===== config.mk =====
export PLATFORM = sky130hd
export DESIGN_NAME = hazard_ctrl
export DESIGN_NICKNAME = d
export VERILOG_FILES = /design/src/rtl/hazard_pkg.sv /design/src/rtl/sat_counter.sv /design/src/rtl/hazard_ctrl.sv
export SDC_FILE = /design/constraint.sdc
export NUM_CORES = 1
export LEC_CHECK = 0
export BUFFER_PORTS_ARGS = -buffer_cell sky130_fd_sc_hd__clkbuf_2
export CORE_UTILIZATION = 58
export CTS_CLUSTER_SIZE = 8
export DETAILED_ROUTE_END_ITERATION = 10
export PLACE_DENSITY = 0.95
export SLEW_MARGIN = 20
export SYNTH_ARGS = -nofsm -noshare
export SYNTH_HDL_FRONTEND = slang
export SYNTH_SLANG_ARGS = --single-unit

===== constraint.sdc =====
create_clock -name clk_i -period 3.95 [get_ports clk_i]
set_input_delay 0.1975 -clock clk_i [delete_from_list [all_inputs] [get_ports clk_i]]
set_output_delay 0.1975 -clock clk_i [all_outputs]
set_load 0.05 [all_outputs]

===== src/rtl/hazard_pkg.sv =====
// Shared definitions for the pipeline hazard controller: FSM state
// encoding and the hard-wired zero register number.
package hazard_pkg;

  typedef enum logic [1:0] {
    ST_RUN      = 2'd0,
    ST_MEM_WAIT = 2'd1,
    ST_HALT     = 2'd2
  } hz_state_t;

  localparam logic [4:0] REG_ZERO = 5'd0;

endpackage : hazard_pkg


===== src/rtl/sat_counter.sv =====
// Saturating up-counter with synchronous clear.
// Ports: clk_i clock, clr_i synchronous clear (wins over inc_i),
//        inc_i count enable, cnt_o current count (holds at all-ones).
module sat_counter #(
  parameter int unsigned CNT_W = 32
) (
  input  logic             clk_i,
  input  logic             clr_i,
  input  logic             inc_i,
  output logic [CNT_W-1:0] cnt_o
);

  logic [CNT_W-1:0] r_cnt;

  // Stop at all-ones instead of wrapping
  always_ff @(posedge clk_i) begin
    if (clr_i) begin
      r_cnt <= '0;
    end else if (inc_i && (r_cnt != {CNT_W{1'b1}})) begin
      r_cnt <= r_cnt + CNT_W'(1);
    end
  end

  assign cnt_o = r_cnt;

endmodule : sat_counter


===== src/rtl/hazard_ctrl.sv =====
// Stall/flush controller for the 5-stage pipeline: load-use bubbles,
// whole-pipe freeze on outstanding dcache accesses, IF/ID flush on taken
// branches, sticky dcache timeout and saturating performance counters.
// Ports:
//   clk_i, rst_i (sync, active-high)
//   id_rs_i/id_rt_i/id_uses_rt_i : source registers of the ID instruction
//   ex_memread_i/ex_rt_i         : load in EX and its destination
//   branch_taken_i               : branch resolved taken in ID
//   dcache_req_i/dcache_ready_i  : MEM stage access handshake
//   pc_enable_o, idex_enable_o, idex_bubble_o, pipe_hold_o, ifid_flush_o
//                                : pipeline register controls (Mealy)
//   mem_timeout_o                : sticky dcache timeout flag
//   stall_cycles_o, bubble_count_o : saturating counters
//   state_o                      : FSM state for debug
module hazard_ctrl
  import hazard_pkg::*;
#(
  parameter int unsigned MEM_TIMEOUT = 16,
  parameter int unsigned CNT_W       = 32
) (
  input  logic             clk_i,
  input  logic             rst_i,
  input  logic [4:0]       id_rs_i,
  input  logic [4:0]       id_rt_i,
  input  logic             id_uses_rt_i,
  input  logic             ex_memread_i,
  input  logic [4:0]       ex_rt_i,
  input  logic             branch_taken_i,
  input  logic             dcache_req_i,
  input  logic             dcache_ready_i,
  output logic             pc_enable_o,
  output logic             idex_enable_o,
  output logic             idex_bubble_o,
  output logic             pipe_hold_o,
  output logic             ifid_flush_o,
  output logic             mem_timeout_o,
  output logic [CNT_W-1:0] stall_cycles_o,
  output logic [CNT_W-1:0] bubble_count_o,
  output logic [1:0]       state_o
);

  localparam int unsigned WC_W = (MEM_TIMEOUT == 0) ? 1 : $clog2(MEM_TIMEOUT + 1);
  localparam logic [WC_W-1:0] WC_LAST = WC_W'((MEM_TIMEOUT == 0) ? 0 : (MEM_TIMEOUT - 1));

  hz_state_t       r_state;
  logic [WC_W-1:0] r_wait_cnt;
  logic            r_mem_timeout;

  logic w_load_use;
  logic w_mem_miss;
  logic w_freeze;
  logic w_stall_inc;
  logic w_bubble_inc;

  // Hazard detection; writes to $zero never create a dependency
  always_comb begin
    w_load_use = ex_memread_i && (ex_rt_i != REG_ZERO) &&
                 ((ex_rt_i == id_rs_i) || (id_uses_rt_i && (ex_rt_i == id_rt_i)));
    w_mem_miss = dcache_req_i && !dcache_ready_i;
  end

  // In MEM_WAIT the access is already outstanding, so only ready matters
  always_comb begin
    w_freeze = 1'b0;
    case (r_state)
      ST_RUN:      w_freeze = w_mem_miss;
      ST_MEM_WAIT: w_freeze = !dcache_ready_i;
      default:     w_freeze = 1'b0;
    endcase
  end

  // Mealy control outputs; flush only fires in an unstalled cycle
  always_comb begin
    pc_enable_o   = 1'b1;
    idex_enable_o = 1'b1;
    idex_bubble_o = 1'b0;
    pipe_hold_o   = 1'b0;
    ifid_flush_o  = 1'b0;
    if (rst_i) begin
      idex_bubble_o = 1'b1;
      ifid_flush_o  = 1'b1;
    end else if ((r_state != ST_RUN) && (r_state != ST_MEM_WAIT)) begin
      pc_enable_o   = 1'b0;
      idex_enable_o = 1'b0;
      pipe_hold_o   = 1'b1;
    end else if (w_freeze) begin
      pc_enable_o   = 1'b0;
      idex_enable_o = 1'b0;
      pipe_hold_o   = 1'b1;
    end else if (w_load_use) begin
      pc_enable_o   = 1'b0;
      idex_bubble_o = 1'b1;
    end else begin
      ifid_flush_o  = branch_taken_i;
    end
  end

  // State, wait counter and sticky timeout
  always_ff @(posedge clk_i) begin
    if (rst_i) begin
      r_state       <= ST_RUN;
      r_wait_cnt    <= '0;
      r_mem_timeout <= 1'b0;
    end else begin
      case (r_state)
        ST_RUN: begin
          if (w_mem_miss) begin
            r_state    <= ST_MEM_WAIT;
            r_wait_cnt <= WC_W'(1);
          end
        end
        ST_MEM_WAIT: begin
          if (dcache_ready_i) begin
            r_state    <= ST_RUN;
            r_wait_cnt <= '0;
          end else if ((MEM_TIMEOUT != 0) && (r_wait_cnt >= WC_LAST)) begin
            r_state       <= ST_HALT;
            r_mem_timeout <= 1'b1;
          end else begin
            r_wait_cnt <= r_wait_cnt + WC_W'(1);
          end
        end
        ST_HALT: begin
          r_state <= ST_HALT;
        end
        default: begin
          r_state    <= ST_RUN;
          r_wait_cnt <= '0;
        end
      endcase
    end
  end

  // HALT stalls are not counted; reset-time bubbles are not counted
  assign w_stall_inc  = !pc_enable_o && (r_state != ST_HALT);
  assign w_bubble_inc = idex_bubble_o && !rst_i;

  sat_counter #(.CNT_W(CNT_W)) u_stall_cnt (
    .clk_i (clk_i),
    .clr_i (rst_i),
    .inc_i (w_stall_inc),
    .cnt_o (stall_cycles_o)
  );

  sat_counter #(.CNT_W(CNT_W)) u_bubble_cnt (
    .clk_i (clk_i),
    .clr_i (rst_i),
    .inc_i (w_bubble_inc),
    .cnt_o (bubble_count_o)
  );

  assign mem_timeout_o = r_mem_timeout;
  assign state_o       = r_state;

endmodule : hazard_ctrl


Word level (Yosys, flattened, before mapping)
Cells that the tools add are included.

storage, ports and cells
  logic and storage cells = 68
  bits of input ports = 22
  flip-flop bits (word level) = 72
  output and inout bits = 72

cells by class
  bitwise gates (word level) = 2
  add/sub/neg operators = 3
  reduce and logical (&&, ||, !) cells = 19
  order comparisons = 1
  mux-type cells = 27
  equality and inequality tests = 11

operators with widths
  kind                                                                                  number
  32-bit by 1-bit adder with 32-bit output (second input constant)                      2
  32-bit inequality test (second input constant)                                        2
  1-bit 2-to-1 mux                                                                      18
  5-bit 2-to-1 mux                                                                      3
  5-bit case mux with 3 select lines                                                    1
  5-bit equality test                                                                   2
  1-bit logical AND                                                                     9
  2-bit 2-to-1 mux                                                                      3
  3-bit inequality test (second input constant)                                         2
  2-bit case mux with 3 select lines                                                    1
  3-bit AND reduction                                                                   2
  5-bit by 1-bit adder with 5-bit output (second input constant)                        1
  5-bit by 4-bit greater-or-equal comparator with 1-bit output (second input constant)  1
  5-bit nonzero test                                                                    1
  2-bit inequality test (second input constant)                                         2
  1-bit zero test                                                                       3
  2-bit by 1-bit equality test with 1-bit output (second input constant)                1
  2-bit equality test (second input constant)                                           1
  2-bit zero test                                                                       1
  2-bit by 1-bit inequality test with 1-bit output (second input constant)              1
  1-bit NOT                                                                             2
  1-bit case mux with 2 select lines                                                    1
  2-bit AND reduction                                                                   1
  2-bit nonzero test                                                                    1
  1-bit logical OR                                                                      1

Logic depth before layout (Yosys ltp)
Gate-level depths: netlist (run 1).

  word-level depth = 11
  gate-level depth with buffers = 10
  mapped depth without buffers = 8

Hierarchy
A second synthesis (run 1) with hierarchy kept.

unflattened totals
  cells, all modules = 475
  area total of the unflattened synthesis = 3971.3 µm²

modules (own cells, without submodules)
  module       cells each  area each (µm²)  instances  seq. area each (µm²)
  sat_counter  199         1674.1           2          640.6
  hazard_ctrl  77          623.1            1          160.2

Worst setup path before layout (run 1)
No wires, ideal clock.

  path type = reg-to-reg
  start point = register u_stall_cnt.r_cnt[0] (netlist: u_stall_cnt.cnt_o[0])
  end point = register u_stall_cnt.r_cnt[5] (netlist: u_stall_cnt.cnt_o[5])
  cell stages (with the launch flop) = 11
  slack = 1.409 ns
  data required time = 3.803 ns
  library setup time = 0.147 ns
  data arrival time = 2.394 ns
  clock period less this slack = 2.541 ns
  path buffers = 3
  cell sequence = dfxtp_1 -> ha_1 -> nand2_1 -> nor4_4 -> and3_2 -> buf_2 -> or3_1 -> buf_6 -> buf_2 -> o311ai_0 -> o41ai_1

on the way
  longest elaborated chain between the ends = 2
  elaborated cells on any way between the ends = 3
  those cells by class = add/sub (1); eq/ne (1); reduce/logical (1)

ends and longest elaborated chain
  element                                                                                           RTL line           source
  from (decl)                                                                                       sat_counter.sv:13  logic [CNT_W-1:0] r_cnt;
  from (signal assigned)                                                                            sat_counter.sv:20  r_cnt <= r_cnt + CNT_W'(1);
  parallel branches: the longest is 2 deep, another holds 32-bit by 1-bit adder with 32-bit output  -

Several ways; the timed one is not identified.
A chain may end at the register's enable or synchronous reset.

Worst setup path after layout (run 1)
  start point = register u_stall_cnt.r_cnt[0] (netlist: u_stall_cnt.cnt_o[0])
  end point = register u_stall_cnt.r_cnt[10] (netlist: u_stall_cnt.cnt_o[10])

Same word-level chain as after synthesis.

==> out/results.md, run 1 <==
Logic synthesis
• **fraction of the yosys area taken by sequential cells** 0.3797
• **total of flip-flops plus latches after synthesis** 72
• **post-synth top area cell** dfxtp_1
• **post-synth top area share** 0.3797
• **Synth cell types** 52
• **Syn Nets** 494
• **gate count after technology mapping** 468
• **Avg Cell Area, Syn** 8.111 um2
• **post-synthesis async set-or-reset flop share** 0
• **Synth warnings** 0
• **total standard cell area after synthesis** 3796 um2
• **cell types occupying the most area after synthesis** dfxtp_1 (38%), a21oi_1 (5.8%), or3_1 (4.6%)
• **number of synthesized flops with an enable pin** 0
• **dominant synthesized flop cell** dfxtp_1

Min path
• **hold crit path type** in2reg
• **Hold Path Cell Cnt** 2

STA
• **FMAX** 0.3779 GHz
• **Final setup violation count** 0
• **Hold Vio Cnt, Final** 0
• **Final Max Tran Viols** 0
• **transition time at the pin with the least slew margin** 0.7433 ns
• **headroom to the max-slew limit** 0.5045
• **final worst-path setup slack** 1.304 ns
• **RSZ-0062 raised after global routing** no
• **Worst Clk Skew** 0.009577 ns
• **final total negative setup slack** 0 ns
• **final worst path period need** 2.646 ns
• **final cycle utilization of the critical path** 0.6700

Route
• **final routed wirelength across all metal layers** 9631 um
• **count of unresolved DRC violations after routing** 0
• **via-per-instance ratio** 6.232
• **total iterations of the first detailed-routing run** 5
• **DRC violation total after the first TritonRoute iteration** 272
• **via count of the routed design** 3,951
• **remaining antenna violation count after routing** 0
• **average detailed-routed wire length per instance** 15.19 um

Global routing
• **number of global-route vias before repair** 3,383
• **total global routing track utilization** 0.2768
• **maximum number of pins on one net before global-route repair** 69
• **global-route met3 utilization** 0.07256
• **GR Util met2** 0.4724
• **wire length of the first global-routing pass** 15,760 um
• **met1 routing resource usage after global routing** 0.3323
• **initial antenna violation count** 0
• **most crowded layer after global routing** met2
• **overflow left after global routing** 0

Die
• **overall die area** 6872 um2
• **top-level I/O count** 94
• **number of core rows** 29
• **Core Region** 6350 um2
• **initial cell density of the core** 0.5978
• **chip width** 82.90 um
• **floorplan die height** 82.90 um

Power and ir drop
• **maximum resistive drop on vdd** 0.2462 mV
• **leak pwr** 0.001676 uW
• **power density relative to cell area** 345.3 nW/um2

CTS
• **CTS tree** yes
• **number of clock sinks** 72
• **post-cts repair resize count** 0
• **# Post-CTS Setup Buffers** 0
• **clock transition at the registers of the reported paths** 0.08 ns
• **CTS buffer count** 9
• **CTS root buffer** clkbuf_8
• **Clock Latency Late Sink** 0.36 ns
• **H-Tree Depth** 3
• **Max Root-Sink Buffers** 2
• **CTS Hold Buffers Added** 0

Critical path
• **Crit-path slowest cell** or3_1
• **Worst EP arrival** 2.90 ns
• **Setup crit end kind** flop
• **Crit Path Category** reg2reg
• **maximum fanout along the worst path** 28
• **cell family with the largest share of critical-path delay** simple AND/OR/NAND/NOR gates
• **length in cells of the worst reg-to-reg path** 7
• **cell-by-cell trace of the critical path** ha_1, nand2_1, nor4_4, and3_2, or3_1, o311ai_0, o41ai_1
• **peak per-stage delay on the critical path** 0.61 ns
• **Buf+Inv Stages, Crit Path** 0
• **cell depth of the worst setup path** 7
• **crit path launch type** flop
• **data required time at the worst endpoint** 4.21 ns

Finish
• **final net count** 578
• **share of final-layout standard cells stronger than drive strength 1** 0.2334
• **count of inserted antenna diode cells** 0
• **final non-filler cell area** 4516 um2
• **number of fill cells** 488
• **P&R area growth vs syn** 18.95%

Placement
• **count of port buffers added during placement** 93
• **post-placement setup slack** 1.386 ns
• **Post-Place Cell Area** 4270 um2
• **Final GP Congestion** 0.8465
• **detailed placer's ending HPWL** 6886 um

Job
• **max cap viols** 0

Outcome
• **outcome** completed

kinds of logic (layout without fill, tap and decap cells):
| group | count (synthesis) | count (layout) | synth area share |
|---|---|---|---|
| DFF | 72 | 72 | 0.3797 |
| AOI/OAI and AO/OA | 109 | 109 | 0.1757 |
| xor gates and xnor gates | 25 | 25 | 0.05768 |
| muxes | 8 | 8 | 0.02241 |
| buffers and inverters | 33 | 122 | 0.03790 |
| adders and majority gates | 4 | 4 | 0.01318 |
| and+or+nand+nor | 217 | 217 | 0.3134 |
state kept, by name, summed over array words and instances, names as in the netlist:
signal / cells
u_bubble_cnt.cnt_o: 32
u_stall_cnt.cnt_o: 32
state_o: 2
r_wait_cnt: 5
mem_timeout_o: 1
Yosys cell counts (all sizes together) (5+ instances only):
| cell type | number |
|---|---|
| or3 | 29 |
| buf | 10 |
| o31ai | 8 |
| xnor2 | 19 |
| nor2 | 42 |
| xor2 | 6 |
| nand2 | 42 |
| nor3 | 8 |
| clkbuf | 12 |
| nor4 | 14 |
| or4 | 8 |
| o311ai | 5 |
| o41ai | 7 |
| a21oi | 44 |
| o21ai | 32 |
| nand3 | 29 |
| nand4 | 23 |
| and3 | 8 |
| inv | 11 |
| dfxtp | 72 |
routing by layer:
layer,wire (um),share of wire
met5,0,0
met4,202,0.021
met3,752,0.078
met2,4728,0.49
met1,3947,0.41
final cells by class:
class,instances,area (um2),share of cell area
Inverter,11,41.29,0.009144
Tap cell,77,96.34,0.02134
Clock buffer,11,141.4,0.03131
Sequential cell,72,1441,0.3192
Timing Repair Buffer,95,480.5,0.1064
Multi-Input combinational cell,363,2211,0.4896
Clock inverter,5,103.9,0.02300
stage by stage:
| step | hold WS, ns | total power, uW | util | std cells |
|---|---|---|---|---|
| finish | 0.1051 | 1559 | 0.7111 | 634 |
| global route | 0.1070 | 1607 | 0.7111 | 634 |
| CTS | 0.09649 | 1568 | 0.7111 | 634 |
| detailed placement | 0.4625 | 852.5 | 0.6725 | 618 |
| global placement | 0.4521 | 848.6 | 0.6725 | 618 |
| floorplan | 0.2762 | 820.8 | - | 468 |
cell usage in the layout (no fill, tap or decap), drive strengths merged, types with 3 or more instances in the layout:
cell,synthesis,final
a21oi,44,44
and3,8,8
and4,3,3
bufinv,0,3
clkbuf,12,104
dfxtp,72,72
ha,4,4
inv,11,11
mux2,4,4
mux2i,4,4
nand2,42,42
nand3,29,29
nand4,23,23
nor2,42,42
nor3,8,8
nor4,14,14
o21ai,32,32
o311ai,5,5
o31ai,8,8
o41ai,7,7
or2,3,3
or3,29,29
or4,8,8
xnor2,19,19
xor2,6,6
worst paths after layout:
check	from	slack, ns	endpoint
hold / removal	dcache_ready_i	0.11	state_o[0]$_SDFFE_PP0P_
setup reg to reg	u_stall_cnt.cnt_o[0]$_SDFFE_PP0P_	1.30	u_stall_cnt.cnt_o[10]$_SDFFE_PP0P_
hold reg to reg	mem_timeout_o$_SDFFE_PP0P_	0.47	mem_timeout_o$_SDFFE_PP0P_
setup / recovery	u_stall_cnt.cnt_o[0]$_SDFFE_PP0P_	1.30	u_stall_cnt.cnt_o[10]$_SDFFE_PP0P_
report_power, final:
part / internal (uW) / total, uW / switching, uW
Combinational: 31.1 / 106 / 75.2
Sequential: 728 / 732 / 3.92
Clock: 437 / 721 / 284
No activity file was read; power rests on OpenSTA's default activity.
==> inputs of run 2 (changes only) <==
--- a/config.mk
+++ b/config.mk
@@ -6,10 +6,10 @@
 export NUM_CORES = 1
 export LEC_CHECK = 0
 export BUFFER_PORTS_ARGS = -buffer_cell sky130_fd_sc_hd__clkbuf_2
-export CORE_UTILIZATION = 58
+export CORE_UTILIZATION = 53
 export CTS_CLUSTER_SIZE = 8
 export DETAILED_ROUTE_END_ITERATION = 10
-export PLACE_DENSITY = 0.95
+export PLACE_DENSITY = 0.88
 export SLEW_MARGIN = 20
 export SYNTH_ARGS = -nofsm -noshare
 export SYNTH_HDL_FRONTEND = slang
==> constraint.sdc (replaced) <==
create_clock -name clk_i -period 2.5 [get_ports clk_i]
set_input_delay 0.125 -clock clk_i [delete_from_list [all_inputs] [get_ports clk_i]]
set_output_delay 0.125 -clock clk_i [all_outputs]
set_load 0.05 [all_outputs]
==> run 2 against run 1 <==
Via count increased by 0.84%; count of clock-buffer cells in the layout unchanged; sequential cell count unchanged; register-to-register slack got worse by 1.2 ns; critical path type unchanged; critical endpoint is now u_stall_cnt.cnt_o[28]$_SDFFE_PP0P_; largest cell class unchanged; largest power group is now the clock network.
==> out/results.md, run 2 (synthesized netlist as in run 1, its figures left out) <==
Global routing
• **total global routing track utilization** 0.2721
• **wire length of the first global-routing pass** 16,190 um
• **maximum number of pins on one net before global-route repair** 69
• **most crowded layer after global routing** met2
• **GR Util met2** 0.4697
• **number of global-route vias before repair** 3,544
• **initial antenna violation count** 0
• **met1 routing resource usage after global routing** 0.3243
• **overflow left after global routing** 0
• **global-route met3 utilization** 0.07143

Route
• **total iterations of the first detailed-routing run** 5
• **via-per-instance ratio** 5.982
• **average detailed-routed wire length per instance** 14.96 um
• **final routed wirelength across all metal layers** 9965 um
• **count of unresolved DRC violations after routing** 0
• **via count of the routed design** 3,984
• **remaining antenna violation count after routing** 0
• **DRC violation total after the first TritonRoute iteration** 184

CTS
• **CTS tree** yes
• **number of clock sinks** 72
• **post-cts repair resize count** 0
• **Max Root-Sink Buffers** 2
• **Clock Latency Late Sink** 0.36 ns
• **CTS root buffer** clkbuf_8
• **CTS buffer count** 9
• **clock transition at the registers of the reported paths** 0.08 ns
• **H-Tree Depth** 3

Die
• **initial cell density of the core** 0.5526
• **floorplan die height** 86.63 um
• **chip width** 86.63 um
• **number of core rows** 30
• **overall die area** 7505 um2
• **top-level I/O count** 94
• **Core Region** 6869 um2

Placement
• **Final GP Congestion** 0.9273
• **count of port buffers added during placement** 93
• **detailed placer's ending HPWL** 7101 um
• **Post-Place Cell Area** 4420 um2
• **post-placement setup slack** 0.1899 ns
• **instance count after placement with tap cells included** 650

Outcome
• **outcome** completed

Finish
• **Post-Layout Cell Count** 666
• **most common cell after layout, fill and taps aside** clkbuf_2
• **fin util** 0.6805
• **commonest cells after routing, fill and taps aside** clkbuf_2 (93), dfxtp_1 (69), a21oi_1 (44), nor2_1 (42), nand2_1 (42)
• **final non-filler cell area** 4674 um2
• **P&R area growth vs syn** 23.14%
• **final net count** 591
• **count of inserted antenna diode cells** 0
• **share of final-layout standard cells stronger than drive strength 1** 0.2579

STA
• **final worst-path setup slack** 0.07117 ns
• **headroom to the max-slew limit** 0.5453
• **Hold Vio Cnt, Final** 0
• **Worst Clk Skew** 0.008187 ns
• **final cycle utilization of the critical path** 0.9715
• **final worst path period need** 2.429 ns
• **RSZ-0062 raised after global routing** no
• **transition time at the pin with the least slew margin** 0.6820 ns
• **FMAX** 0.4117 GHz
• **Final setup violation count** 0
• **Final Max Tran Viols** 0

Critical path
• **maximum fanout along the worst path** 6
• **data required time at the worst endpoint** 2.78 ns
• **peak per-stage delay on the critical path** 0.50 ns
• **crit path launch type** flop
• **length in cells of the worst reg-to-reg path** 6
• **endpoint of the most critical register-to-register path** u_stall_cnt.cnt_o[28]$_SDFFE_PP0P_
• **Worst EP arrival** 2.71 ns
• **Setup crit end kind** flop
• **source of the worst register-to-register timing path** u_stall_cnt.cnt_o[9]$_SDFFE_PP0P_
• **cell-by-cell trace of the critical path** nand4_1, nor4_4, o211ai_1, or3_4, or4_1, a21oi_1
• **register-to-register path setup slack** 0.07 ns
• **Crit-path slowest cell** nor4_4
• **Crit Path Category** reg2reg

Power and ir drop
• **maximum resistive drop on vdd** 0.3415 mV
• **leak pwr** 0.001756 uW
• **power density relative to cell area** 532.6 nW/um2

Min path
• **end point of the most critical hold path** state_o[0]$_SDFFE_PP0P_
• **Hold Path Cell Cnt** 2
• **worst min-delay path startpoint** dcache_ready_i
• **hold crit path type** in2reg

Job
• **max cap viols** 0

[run 2: cell count changes in the layout (fill, tap and decap cells not counted)]
cell,previous run,this run
clkinvlp_4,0,1
buf_4,2,13
clkbuf_8,10,11
dfxtp_2,0,3
buf_12,0,2
dfxtp_1,72,69
clkbuf_1,1,0
clkinv_4,1,0
[run 2: worst max-delay path by stage]
| stage | startpoint | end | slack [ns] |
|---|---|---|---|
| finish | u_stall_cnt.cnt_o[9]$_SDFFE_PP0P_ | u_stall_cnt.cnt_o[28]$_SDFFE_PP0P_ | 0.07 |
| detailed placement | u_stall_cnt.cnt_o[3]$_SDFFE_PP0P_ | u_stall_cnt.cnt_o[28]$_SDFFE_PP0P_ | 0.19 |
| floorplan | state_o[0]$_SDFFE_PP0P_ | u_stall_cnt.cnt_o[5]$_SDFFE_PP0P_ | -0.003 |
| global route | u_stall_cnt.cnt_o[7]$_SDFFE_PP0P_ | u_stall_cnt.cnt_o[28]$_SDFFE_PP0P_ | 0.007 |
| global placement | u_stall_cnt.cnt_o[0]$_SDFFE_PP0P_ | u_stall_cnt.cnt_o[9]$_SDFFE_PP0P_ | 0.25 |
| CTS | u_stall_cnt.cnt_o[3]$_SDFFE_PP0P_ | u_stall_cnt.cnt_o[28]$_SDFFE_PP0P_ | 0.13 |
[run 2: area by class of cell]
type	count	area, um2
Inverter	11	41.29
Tap cell	96	120.1
Clock buffer	11	151.4
Timing Repair Buffer	108	603.1
Clock inverter	5	102.6
Multi-Input combinational cell	363	2211
Fill cell	570	2195
Sequential cell	72	1445
[run 2: through the flow]
| step | hold slack (ns) | power, uW | setup TNS, ns |
|---|---|---|---|
| after floorplan | 0.2037 | 1297 | -0.002838 |
| after global placement | 0.3778 | 1353 | 0 |
| after detailed placement | 0.3867 | 1357 | 0 |
| after CTS | 0.008373 | 2504 | 0 |
| after global routing | 0.02794 | 2575 | 0 |
| final | 0.01619 | 2490 | 0 |
[run 2: what timing repair did]
action	CTS	global route
endpoints found under the setup margin	0	1
hold buffers	0	0
buffers inserted	0	0
[run 2: worst max-delay path, delay by kind of cell (launching register included)]
family             cells  cell delay (ns)
and+or+nand+nor        4             1.61
DFF                    1             0.45
AOI/OAI and AO/OA      2             0.30
[run 2: power breakdown]
part	internal [uW]	switching [uW]	total, uW	leakage, uW
Sequential	1150	4.79	1150	0.000582
Combinational	57.6	120	177	0.00105
Clock	715	442	1160	0.000126
Total	1920	567	2490	0.00176
[run 2: per-layer routing]
layer / vias up / wire length [um]
met2: 148 / 5019
li1: 1934 / -
met1: 1878 / 4173
met5: - / 0
met4: 0 / 188
met3: 24 / 583
